File: src/rtl/mpu_datapath_p_pkg.sv
// rtl/mpu_datapath_p_pkg.sv - control codes shared between the MPU datapath and its control FSM
package mpu_datapath_p_pkg;

    localparam logic [2:0] JMP_INC    = 3'd0;
    localparam logic [2:0] JMP_MEM    = 3'd1;
    localparam logic [2:0] JMP_REL_DN = 3'd2;
    localparam logic [2:0] JMP_REL_UP = 3'd3;
    localparam logic [2:0] JMP_RET    = 3'd4;

    typedef enum logic [2:0] {
        ALU_PASS_B = 3'd0,
        ALU_AND    = 3'd1,
        ALU_OR     = 3'd2,
        ALU_NOT_A  = 3'd3,
        ALU_ADD    = 3'd4,
        ALU_SUB    = 3'd5,
        ALU_INC    = 3'd6,
        ALU_DEC    = 3'd7
    } alu_op_e;

    localparam logic [1:0] ASEL_SHIFT = 2'd0;
    localparam logic [1:0] ASEL_RF    = 2'd1;
    localparam logic [1:0] ASEL_IN    = 2'd2;
    localparam logic [1:0] ASEL_MEM   = 2'd3;

    localparam logic [1:0] SHIFT_NONE = 2'd0;
    localparam logic [1:0] SHIFT_SHL  = 2'd1;
    localparam logic [1:0] SHIFT_SHR  = 2'd2;
    localparam logic [1:0] SHIFT_ROTR = 2'd3;

endpackage

File: src/rtl/mpu_datapath_p_if.sv
// rtl/mpu_datapath_p_if.sv - control, status and memory-port bundle between MPU control FSM and datapath
interface mpu_datapath_p_if #(
    parameter int DATA_W = 8,
    parameter int ADDR_W = 6
);
    logic [DATA_W-1:0] in;
    logic              IRload;
    logic              MRload;
    logic [DATA_W-1:0] IR;
    logic [2:0]        JMPmux;
    logic              PCload;
    logic              MemInst;
    logic              MemWr;
    logic [1:0]        Asel;
    logic              Aload;
    logic              Cload;
    logic              RFwr;
    logic [2:0]        ALUsel;
    logic [1:0]        Shiftsel;
    logic              outen;
    logic              Push;
    logic [ADDR_W-1:0] mem_addr;
    logic [DATA_W-1:0] mem_wdata;
    logic              mem_we;
    logic [DATA_W-1:0] mem_rdata;
    logic              Aeq0;
    logic              Apos;
    logic              Cflag;
    logic              stk_err;
    logic [DATA_W-1:0] oOutput;

    modport master (
        output in, IRload, MRload, JMPmux, PCload, MemInst, MemWr, Asel, Aload,
               Cload, RFwr, ALUsel, Shiftsel, outen, Push, mem_rdata,
        input  IR, mem_addr, mem_wdata, mem_we, Aeq0, Apos, Cflag, stk_err, oOutput
    );

    modport slave (
        input  in, IRload, MRload, JMPmux, PCload, MemInst, MemWr, Asel, Aload,
               Cload, RFwr, ALUsel, Shiftsel, outen, Push, mem_rdata,
        output IR, mem_addr, mem_wdata, mem_we, Aeq0, Apos, Cflag, stk_err, oOutput
    );

endinterface

File: src/rtl/mpu_datapath_p_ras.sv
// rtl/mpu_datapath_p_ras.sv - return-address LIFO with stack pointer and sticky misuse flag
module mpu_datapath_p_ras #(
    parameter int DEPTH = 4,
    parameter int W     = 6
) (
    input  logic         clk,
    input  logic         reset,
    input  logic         push_i,
    input  logic         pop_i,
    input  logic         misuse_i,
    input  logic [W-1:0] push_data_i,
    output logic [W-1:0] top_o,
    output logic         empty_o,
    output logic         err_o
);
    localparam int SP_W  = $clog2(DEPTH + 1);
    localparam int IDX_W = $clog2(DEPTH);

    logic [W-1:0]    mem_q [DEPTH];
    logic [SP_W-1:0] sp_q, sp_d;
    logic            err_q, err_d;
    logic            full;
    logic            do_push, do_pop;
    logic [SP_W-1:0] top_ptr;

    assign empty_o = (sp_q == '0);
    assign full    = (sp_q == SP_W'(DEPTH));
    assign do_push = push_i & ~full;
    assign do_pop  = pop_i & ~empty_o;
    assign top_ptr = sp_q - SP_W'(1);
    assign top_o   = mem_q[top_ptr[IDX_W-1:0]];
    assign err_o   = err_q;

    always_comb begin
        sp_d = sp_q;
        if (do_push) begin
            sp_d = sp_q + SP_W'(1);
        end else if (do_pop) begin
            sp_d = sp_q - SP_W'(1);
        end
        err_d = err_q | (push_i & full) | (pop_i & empty_o) | misuse_i;
    end

    always_ff @(posedge clk or negedge reset) begin
        if (!reset) begin
            sp_q  <= '0;
            err_q <= 1'b0;
        end else begin
            sp_q  <= sp_d;
            err_q <= err_d;
        end
    end

    // Stack storage needs no reset: entries are only read below a valid SP.
    always_ff @(posedge clk) begin
        if (do_push) begin
            mem_q[sp_q[IDX_W-1:0]] <= push_data_i;
        end
    end

endmodule

File: src/rtl/mpu_datapath_p.sv
// rtl/mpu_datapath_p.sv - MPU accumulator datapath: IR/PC/MR, A+carry, RF, ALU, shifter, return stack, memory port
module mpu_datapath_p
    import mpu_datapath_p_pkg::*;
#(
    parameter int DATA_W      = 8,
    parameter int ADDR_W      = 6,
    parameter int RF_DEPTH    = 8,
    parameter int REL_W       = 3,
    parameter int STACK_DEPTH = 4
) (
    input  logic           clk,
    input  logic           reset,
    mpu_datapath_p_if.slave bus
);
    localparam int IDX_W = $clog2(RF_DEPTH);

    logic [DATA_W-1:0] ir_q, a_q, a_d, out_q;
    logic [ADDR_W-1:0] pc_q, pc_d, mr_q;
    logic              c_q;
    logic [DATA_W-1:0] rf_q [RF_DEPTH];

    logic [IDX_W-1:0]  rf_idx;
    logic [DATA_W-1:0] rf_rd, alu_res, sh_res;
    logic              alu_c;
    alu_op_e           alu_op;
    logic [DATA_W:0]   sum_ab, diff_ab, inc_a, dec_a;
    logic [ADDR_W-1:0] pc_inc, rel_off, ras_top;
    logic              call_w, ret_w, misuse_w, ras_empty;

    assign rf_idx  = ir_q[IDX_W-1:0];
    assign rf_rd   = rf_q[rf_idx];
    assign alu_op  = alu_op_e'(bus.ALUsel);
    assign sum_ab  = {1'b0, a_q} + {1'b0, rf_rd};
    assign diff_ab = {1'b0, a_q} - {1'b0, rf_rd};
    assign inc_a   = {1'b0, a_q} + (DATA_W + 1)'(1);
    assign dec_a   = {1'b0, a_q} - (DATA_W + 1)'(1);

    // Subtract-type carry is the inverse of the borrow out of the extra bit.
    always_comb begin
        alu_res = rf_rd;
        alu_c   = 1'b0;
        case (alu_op)
            ALU_PASS_B: alu_res = rf_rd;
            ALU_AND:    alu_res = a_q & rf_rd;
            ALU_OR:     alu_res = a_q | rf_rd;
            ALU_NOT_A:  alu_res = ~a_q;
            ALU_ADD:    {alu_c, alu_res} = sum_ab;
            ALU_SUB:    begin alu_res = diff_ab[DATA_W-1:0]; alu_c = ~diff_ab[DATA_W]; end
            ALU_INC:    {alu_c, alu_res} = inc_a;
            ALU_DEC:    begin alu_res = dec_a[DATA_W-1:0]; alu_c = ~dec_a[DATA_W]; end
            default:    alu_res = rf_rd;
        endcase
    end

    always_comb begin
        sh_res = alu_res;
        case (bus.Shiftsel)
            SHIFT_SHL:  sh_res = {alu_res[DATA_W-2:0], 1'b0};
            SHIFT_SHR:  sh_res = {1'b0, alu_res[DATA_W-1:1]};
            SHIFT_ROTR: sh_res = {alu_res[0], alu_res[DATA_W-1:1]};
            default:    sh_res = alu_res;
        endcase
    end

    always_comb begin
        a_d = sh_res;
        case (bus.Asel)
            ASEL_RF:  a_d = rf_rd;
            ASEL_IN:  a_d = bus.in;
            ASEL_MEM: a_d = bus.mem_rdata;
            default:  a_d = sh_res;
        endcase
    end

    assign pc_inc   = pc_q + ADDR_W'(1);
    assign rel_off  = ADDR_W'(ir_q[REL_W-1:0]);
    assign call_w   = bus.PCload & bus.Push & (bus.JMPmux == JMP_MEM);
    assign ret_w    = bus.PCload & (bus.JMPmux == JMP_RET);
    assign misuse_w = bus.PCload & bus.Push & (bus.JMPmux != JMP_MEM);

    always_comb begin
        pc_d = pc_q;
        case (bus.JMPmux)
            JMP_INC:    pc_d = pc_inc;
            JMP_MEM:    pc_d = bus.mem_rdata[ADDR_W-1:0];
            JMP_REL_DN: pc_d = pc_q - rel_off;
            JMP_REL_UP: pc_d = pc_q + rel_off;
            JMP_RET:    pc_d = ras_empty ? pc_q : ras_top;
            default:    pc_d = pc_q;
        endcase
    end

    mpu_datapath_p_ras #(
        .DEPTH (STACK_DEPTH),
        .W     (ADDR_W)
    ) u_ras (
        .clk         (clk),
        .reset       (reset),
        .push_i      (call_w),
        .pop_i       (ret_w),
        .misuse_i    (misuse_w),
        .push_data_i (pc_inc),
        .top_o       (ras_top),
        .empty_o     (ras_empty),
        .err_o       (bus.stk_err)
    );

    always_ff @(posedge clk or negedge reset) begin
        if (!reset) begin
            ir_q  <= '0;
            pc_q  <= '0;
            mr_q  <= '0;
            a_q   <= '0;
            c_q   <= 1'b0;
            out_q <= '0;
            for (int i = 0; i < RF_DEPTH; i++) begin
                rf_q[i] <= '0;
            end
        end else begin
            if (bus.IRload) ir_q  <= bus.mem_rdata;
            if (bus.MRload) mr_q  <= bus.mem_rdata[ADDR_W-1:0];
            if (bus.PCload) pc_q  <= pc_d;
            if (bus.Aload)  a_q   <= a_d;
            if (bus.Cload)  c_q   <= alu_c;
            if (bus.outen)  out_q <= a_q;
            if (bus.RFwr)   rf_q[rf_idx] <= a_q;
        end
    end

    assign bus.IR        = ir_q;
    assign bus.mem_addr  = bus.MemInst ? mr_q : pc_q;
    assign bus.mem_wdata = a_q;
    assign bus.mem_we    = bus.MemWr;
    assign bus.Aeq0      = (a_q == '0);
    assign bus.Apos      = ~a_q[DATA_W-1];
    assign bus.Cflag     = c_q;
    assign bus.oOutput   = out_q;

endmodule

File: src/flat_wrapper.sv
// flat-port wrapper written by rule: the top's interface ports become plain ports
module mpu_datapath_p_flat import mpu_datapath_p_pkg::*;
#(
    parameter int DATA_W      = 8,
    parameter int ADDR_W      = 6,
    parameter int RF_DEPTH    = 8,
    parameter int REL_W       = 3,
    parameter int STACK_DEPTH = 4
)
  (clk, reset, bus_in, bus_IRload, bus_MRload, bus_JMPmux, bus_PCload, bus_MemInst, bus_MemWr, bus_Asel, bus_Aload, bus_Cload, bus_RFwr, bus_ALUsel, bus_Shiftsel, bus_outen, bus_Push, bus_mem_rdata, bus_IR, bus_mem_addr, bus_mem_wdata, bus_mem_we, bus_Aeq0, bus_Apos, bus_Cflag, bus_stk_err, bus_oOutput);
  mpu_datapath_p_if #(.DATA_W(DATA_W), .ADDR_W(ADDR_W)) bus_i ();
  input  logic clk;
  input  logic reset;
  input wire logic [$bits(bus_i.in)-1:0] bus_in;
  input wire logic [$bits(bus_i.IRload)-1:0] bus_IRload;
  input wire logic [$bits(bus_i.MRload)-1:0] bus_MRload;
  input wire logic [$bits(bus_i.JMPmux)-1:0] bus_JMPmux;
  input wire logic [$bits(bus_i.PCload)-1:0] bus_PCload;
  input wire logic [$bits(bus_i.MemInst)-1:0] bus_MemInst;
  input wire logic [$bits(bus_i.MemWr)-1:0] bus_MemWr;
  input wire logic [$bits(bus_i.Asel)-1:0] bus_Asel;
  input wire logic [$bits(bus_i.Aload)-1:0] bus_Aload;
  input wire logic [$bits(bus_i.Cload)-1:0] bus_Cload;
  input wire logic [$bits(bus_i.RFwr)-1:0] bus_RFwr;
  input wire logic [$bits(bus_i.ALUsel)-1:0] bus_ALUsel;
  input wire logic [$bits(bus_i.Shiftsel)-1:0] bus_Shiftsel;
  input wire logic [$bits(bus_i.outen)-1:0] bus_outen;
  input wire logic [$bits(bus_i.Push)-1:0] bus_Push;
  input wire logic [$bits(bus_i.mem_rdata)-1:0] bus_mem_rdata;
  output wire logic [$bits(bus_i.IR)-1:0] bus_IR;
  output wire logic [$bits(bus_i.mem_addr)-1:0] bus_mem_addr;
  output wire logic [$bits(bus_i.mem_wdata)-1:0] bus_mem_wdata;
  output wire logic [$bits(bus_i.mem_we)-1:0] bus_mem_we;
  output wire logic [$bits(bus_i.Aeq0)-1:0] bus_Aeq0;
  output wire logic [$bits(bus_i.Apos)-1:0] bus_Apos;
  output wire logic [$bits(bus_i.Cflag)-1:0] bus_Cflag;
  output wire logic [$bits(bus_i.stk_err)-1:0] bus_stk_err;
  output wire logic [$bits(bus_i.oOutput)-1:0] bus_oOutput;
  assign bus_i.in = bus_in;
  assign bus_i.IRload = bus_IRload;
  assign bus_i.MRload = bus_MRload;
  assign bus_i.JMPmux = bus_JMPmux;
  assign bus_i.PCload = bus_PCload;
  assign bus_i.MemInst = bus_MemInst;
  assign bus_i.MemWr = bus_MemWr;
  assign bus_i.Asel = bus_Asel;
  assign bus_i.Aload = bus_Aload;
  assign bus_i.Cload = bus_Cload;
  assign bus_i.RFwr = bus_RFwr;
  assign bus_i.ALUsel = bus_ALUsel;
  assign bus_i.Shiftsel = bus_Shiftsel;
  assign bus_i.outen = bus_outen;
  assign bus_i.Push = bus_Push;
  assign bus_i.mem_rdata = bus_mem_rdata;
  assign bus_IR = bus_i.IR;
  assign bus_mem_addr = bus_i.mem_addr;
  assign bus_mem_wdata = bus_i.mem_wdata;
  assign bus_mem_we = bus_i.mem_we;
  assign bus_Aeq0 = bus_i.Aeq0;
  assign bus_Apos = bus_i.Apos;
  assign bus_Cflag = bus_i.Cflag;
  assign bus_stk_err = bus_i.stk_err;
  assign bus_oOutput = bus_i.oOutput;
  mpu_datapath_p #(.DATA_W(DATA_W), .ADDR_W(ADDR_W), .RF_DEPTH(RF_DEPTH), .REL_W(REL_W), .STACK_DEPTH(STACK_DEPTH)) u_core (.clk(clk), .reset(reset), .bus(bus_i));
endmodule
File: config.mk
export PLATFORM = sky130hd
export DESIGN_NAME = mpu_datapath_p_flat
export DESIGN_NICKNAME = d
export VERILOG_FILES = /design/src/rtl/mpu_datapath_p_pkg.sv /design/src/rtl/mpu_datapath_p_if.sv /design/src/rtl/mpu_datapath_p_ras.sv /design/src/rtl/mpu_datapath_p.sv /design/src/flat_wrapper.sv
export SDC_FILE = /design/constraint.sdc
export NUM_CORES = 1
export LEC_CHECK = 0
export CELL_PAD_IN_SITES_DETAIL_PLACEMENT = 1
export CELL_PAD_IN_SITES_GLOBAL_PLACEMENT = 2
export CORE_AREA = 8 8 152 154
export DETAILED_ROUTE_END_ITERATION = 8
export DIE_AREA = 0 0 160 162
export PLACE_DENSITY_LB_ADDON = 0.1
export SKIP_LAST_GASP = 1
export SYNTH_ARGS = -nofsm -noshare
export SYNTH_HDL_FRONTEND = slang
export SYNTH_SLANG_ARGS = --single-unit
File: constraint.sdc
create_clock -name clk -period 8.6 [get_ports clk]
set_input_delay 1.72 -clock clk [delete_from_list [all_inputs] [get_ports clk]]
set_output_delay 1.72 -clock clk [all_outputs]
set_load 0.02 [all_outputs]
# Yosys cells after proc, flatten, opt, wreduce, memory -nomap -nowiden
# Memory sizes are Yosys's and may differ from the RTL's.
# Index checks and enable logic that the tools add are counted.
totals:
  register_bits: 105
  latch_bits: 0
  ram_bits: 24
  mem_bits_ro: 0
  in_bits: 38
  wordCells: 93
  memories: 1
classes:
  add_sub_neg: 9
  mul: 0
  n_div: 0
  magnitude_cmp: 2
  n_eq_ne: 20
  shift: 0
  n_mux: 17
  bitwise_logic: 20
  n_reduce_logical: 8
memory_table:
  columns: ["memory", "depth", "width", "read_ports", "rd_clocked_by_memory_dff", "wr", "line_no", "source"]
  rows:
  - ["u_core.u_ras.mem_q", 4, 6, 1, 0, 1, "mpu_datapath_p_ras.sv:19", "logic [W-1:0] mem_q [DEPTH];"]
ops:
  columns: ["cell", "n"]
  rows:
  - ["$bwmux 64", 1]
  - ["$pmux 8 s8", 1]
  - ["$pmux 8 s3", 2]
  - ["$pmux 6 s5", 1]
  - ["$bmux 8 s3", 1]
  - ["$demux 8 s3", 1]
  - ["$mux 8", 3]
  - ["$eq 3x3->1 const B", 6]
  - ["$eq 3x2->1 const B", 4]
  - ["$mux 6", 2]
  - ["$add 8x1->9 const B", 1]
  - ["$add 8x8->9", 1]
  - ["$logic_not 3->1", 3]
  - ["$sub 8x1->9 const B", 1]
  - ["$sub 8x8->9", 1]
  - ["$and 1x1->1", 8]
  - ["$and 8x8->8", 1]
  - ["$eq 2x2->1 const B", 4]
  - ["$logic_not 8->1", 1]
  - ["$not 8->8", 1]
  - ["$or 8x8->8", 1]
  - ["$add 6x1->6 const B", 1]
  - ["$add 6x3->6", 1]
  - ["$eq 3x1->1 const B", 2]
  - ["18 further kinds", 27]

# Depth between registers and ports, before layout
logic_depth:
  depth_word: 8
  depth_mapped: 16

# Hierarchy
# From an unflattened synthesis, not the netlist that was laid out.
hier_totals:
  cells_unflattened: 848
  area_unflattened_um2: 8450.6
by_module_without_submodules:
  columns: ["mod", "instances", "cells_per_inst", "area_each_um2"]
  rows:
  - ["mpu_datapath_p", 1, 771, 7179.4]
  - ["mpu_datapath_p_ras", 1, 77, 1271.2]

# Least setup slack after synthesis
# OpenSTA, ideal clock, no wires.
synth_timing:
  path_kind: "in2out"
  from: "input port bus_MemInst"
  to: "output port bus_mem_addr[0]"
  arrival_time_ns: 2.387
  required_time_ns: 6.880
  setup_slack_ns: 4.493
  path_stages: 2
  path_buffers: 1
  path_cell_list: "clkbuf_1 > o21ai_0"
synth_via:
  elab_chain_cells: 1
synth_lines:
  columns: ["item", "line_no", "source"]
  rows:
  - ["start, declared", "flat_wrapper.sv:19", "input wire logic [$bits(bus_i.MemInst)-1:0] bus_MemInst;"]
  - ["$mux 6", "mpu_datapath_p.sv:131", "assign bus.mem_addr = bus.MemInst ? mr_q : pc_q;"]
  - ["end, declared", "flat_wrapper.sv:31", "output wire logic [$bits(bus_i.mem_addr)-1:0] bus_mem_addr;"]
# No other way between the ends.

# Worst setup path after layout
layout_timing:
  from: "input port bus_MemInst"
  to: "output port bus_mem_addr[4]"
# The elaborated chain is that of the path after synthesis.

==> summary.md <==
| Metric | Value |
|---|---|
| CTS tree | done |
| Seq/Total Area, Yosys | 40.4% |
| # hold bufs at CTS | 0 |
| Worst Path Max Fanout | 8 |
| Setup TNS | 0 ns |
| DRT iter0 DRCs | 357 |
| Max-Cap Viols | 0 |
| Relative max-transition margin | 22.9% |
| Most common cell after layout, fill and taps aside | dfrtp_1 |
| Nets | 937 |
| Synthesis-to-layout area growth | 17.9% |
| Largest family of logic cells by synthesized area | compound AO/OA/AOI/OAI gates |
| Xor/xnor share of the synthesized area | 1.59% |
| Prevailing post-synth register cell | dfrtp_1 |
| WP data arrival | 3.36 ns |
| Via count | 6593 |
| Initial antenna violation count | 0 |
| ANT nets after route | 0 |
| Hold Vio Cnt, Final | 0 |
| First-pass GRT wire length | 41.9 mm |
| R2R Path End | u_core.bus.mem_wdata[6]$_DFFE_PN0P_ |
| Setup CP Type | primary input to output port |
| Worst Setup SP | bus_MemInst |
| Post-Syn Area | 0.00828 mm² |
| Uppermost routed layer | met4 |
| Fillers | 2276 |
| CP startpoint kind | primary input |
| CTS root buf | clkbuf_16 |
| WL final | 26.7 mm |
| IO Count | 73 |
| Hold_sp | u_core.rf_q[15]$_DFFE_PN0P_ |
| Met3 WL | between 800 and 900 µm |
| H-tree levels | 4 |
| Post-CTS Setup Inserts | 0 |
| Clock Path Buffers | 2 |
| Hold Path Sink | u_core.rf_q[15]$_DFFE_PN0P_ |
| Final Slew Violations | 0 |
| Syn_area_per_cell | roughly 10 µm² |
| RSZ-0062 raised after global routing | no |
| M1 WL | 11.5 mm |
| Final setup vio count | 0 |
| DRC Markers | 0 |
| Cell Pwr Density | 303 mW/mm² |
| Yosys cell types | a little under 90 |
| Synthesis Warnings | 0 |
| Number of global-route vias before repair | around 7000 |
| Most frequent cells in the layout | 105 x dfrtp_1, 76 x nand2_1, 69 x clkdlybuf4s50_1, 67 x o21ai_0, 66 x mux2_2 |
| Cells after Synth | 808 |
| Fmax | slightly below 0.2 GHz |
| Via/cell ratio | 5.77 |
| Hold Path Class | register to register |
| Static leakage power | 4.02 nW |
| Peak VDD IR | 0.159 mV |
| Mux cell area share after synthesis | 15.1% |
| Largest net degree at the start of global routing | 55 |
| Latest clock arrival within the worst-skew pair | 0.43 ns |
| Final worst hold slack | about 0.48 ns |
| Worst-margin pin slew | 1.16 ns |
| R2R cell count | 13 |
| Post-cts sizing count | 0 |
| Total GRT Usage | around a fifth |
| Hold Path Cell Cnt | 2 |
| Total gr overflow | 0 |
| PortBufs | 70 |
| Dpl hpwl | 19.7 mm |
| Core area | roughly 0.021 mm² |
| Routability cong. | between 0.8 and 0.9 |
| Die height | between 150 and 200 µm |
| Final worst path period need | 5.08 ns |
| Num CTS Buffers | 17 |
| FF-to-FF setup slack | 4.25 ns |
| Die ar. | 0.0259 mm² |
| Initial core utilization | 40.0% |
| CTS clk-pin slew, worst paths | about 0.06 ns |
| Critical path required time | 6.88 ns |
| Drt first pass iters | 5 |
| DR WL met2 | 13.5 mm |
| Die Width | 160 µm |
| Ant diodes | 0 |
| Synth Area in Compound Gates | approximately 18% |
| Post-synth EDFFs | 24 |
| CP Capture Type | output port |
| Worst r2r src | u_core.bus.IR[1]$_DFFE_PN0P_ |
| Layout cells sized above 1 | 17.3% |
| Simple-Gate Fraction of Synth Area | about 13% |
| Row cnt | 53 |
| WL/cell | 23.3 µm |
| Synth Area in Adders | 6.92% |
| Status | complete, no violations |
| Final worst-path cycle share | 59.1% |
| Skew final | 0.0116 ns |
| Synth async-reset ratio | around four fifths |
| Post-synth net total | 890 |
| #FFs+latches synth | 129 |
| Sink Count | 129 |
cells by family (layout without fill, tap and decap cells):
family,after synthesis,count (layout)
AO/OA/AOI/OAI,220,220
XOR/XNOR,15,15
adder cells (fa/ha/maj),44,44
buffers and inverters,101,161
flip-flops,129,129
multiplexers,101,101
AND/OR/NAND/NOR,198,198
registers in the layout (all words and copies together), names as in the netlist:
register,count
u_core.bus.Cflag,1
u_core.bus.IR,8
u_core.bus.mem_wdata,8
u_core.bus.oOutput,8
u_core.mr_q,6
u_core.pc_q,6
u_core.rf_q,64
u_core.u_ras.err_o,1
u_core.u_ras.mem_q,24
u_core.u_ras.sp_q,3
final cells by class:
cell class,count,area (µm²),share of cell area [%]
Clock buffer,19,443,4.53
Clock inverter,13,209,2.14
Inverter,52,195,2.00
Multi-Input combinational cell,578,4480,45.9
Sequential cell,129,3350,34.3
Tap cell,275,344,3.52
Timing Repair Buffer,77,751,7.68
how the worst max path moves through the flow:
| stage | slack [ns] | to | cells past startpoint |
|---|---|---|---|
| 3_5_place_dp | 3.47 | u_core.pc_q[5]$_DFFE_PN0P_ | 13 |
| 5_1_grt | 3.45 | bus_mem_addr[2] | 3 |
| 3_3_place_gp | 3.53 | bus_mem_addr[2] | 3 |
| 6_report | 3.52 | bus_mem_addr[4] | 3 |
| 4_1_cts | 3.49 | bus_mem_addr[2] | 3 |
| 2_1_floorplan | 4.49 | bus_mem_addr[0] | 2 |
power by group:
group / total [mW] / internal (mW) / leakage, nW / switching, mW
clock: 0.802 / 0.522 / 0.310 / 0.280
sequential: 0.954 / 0.814 / 1.49 / 0.139
combinational: 1.20 / 0.519 / 2.22 / 0.685
synthesized netlist by cell type, types with 11 or more instances:
cell      number  area, µm²
mux4_2        11        248
a21oi_1       37        185
edfxtp_1      24        721
nand2_1       76        285
inv_1         46        173
nor2b_1       12       75.1
nor2_1        27        101
ha_1          41        513
o22ai_1       11       68.8
a22oi_1       12       90.1
dfrtp_1      105       2630
nand3_1       16       80.1
mux2_2        66        743
clkbuf_1      19       71.3
mux2i_1       17        170
buf_2         16       80.1
o21ai_0       67        335
worst max-delay path, stage by stage:
cell	delay, ns
clkdlybuf4s50_1	0.71
mux2_2	0.39
clkdlybuf4s50_1	0.54
layer usage:
layer | vias up | global-route usage [%]
met5 | - | 0
met4 | 0 | 8.20
met3 | 47 | 3.49
met2 | 131 | 36.4
met1 | 3366 | 25.2
li1 | 3049 | -
stage by stage:
stage | setup WS [ns] | util, % | instance area (µm²) | power (mW) | cells
2_1_floorplan | 4.49 | - | 8280 | 1.75 | 808
3_3_place_gp | 3.53 | 44.1 | 9120 | 2.11 | 1111
3_5_place_dp | 3.47 | 44.1 | 9120 | 2.16 | 1111
4_1_cts | 3.49 | 47.2 | 9770 | 2.98 | 1143
5_1_grt | 3.45 | 47.2 | 9770 | 3.14 | 1143
6_report | 3.52 | 47.2 | 9770 | 2.96 | 1143
(Power assumes the default switching activity.)
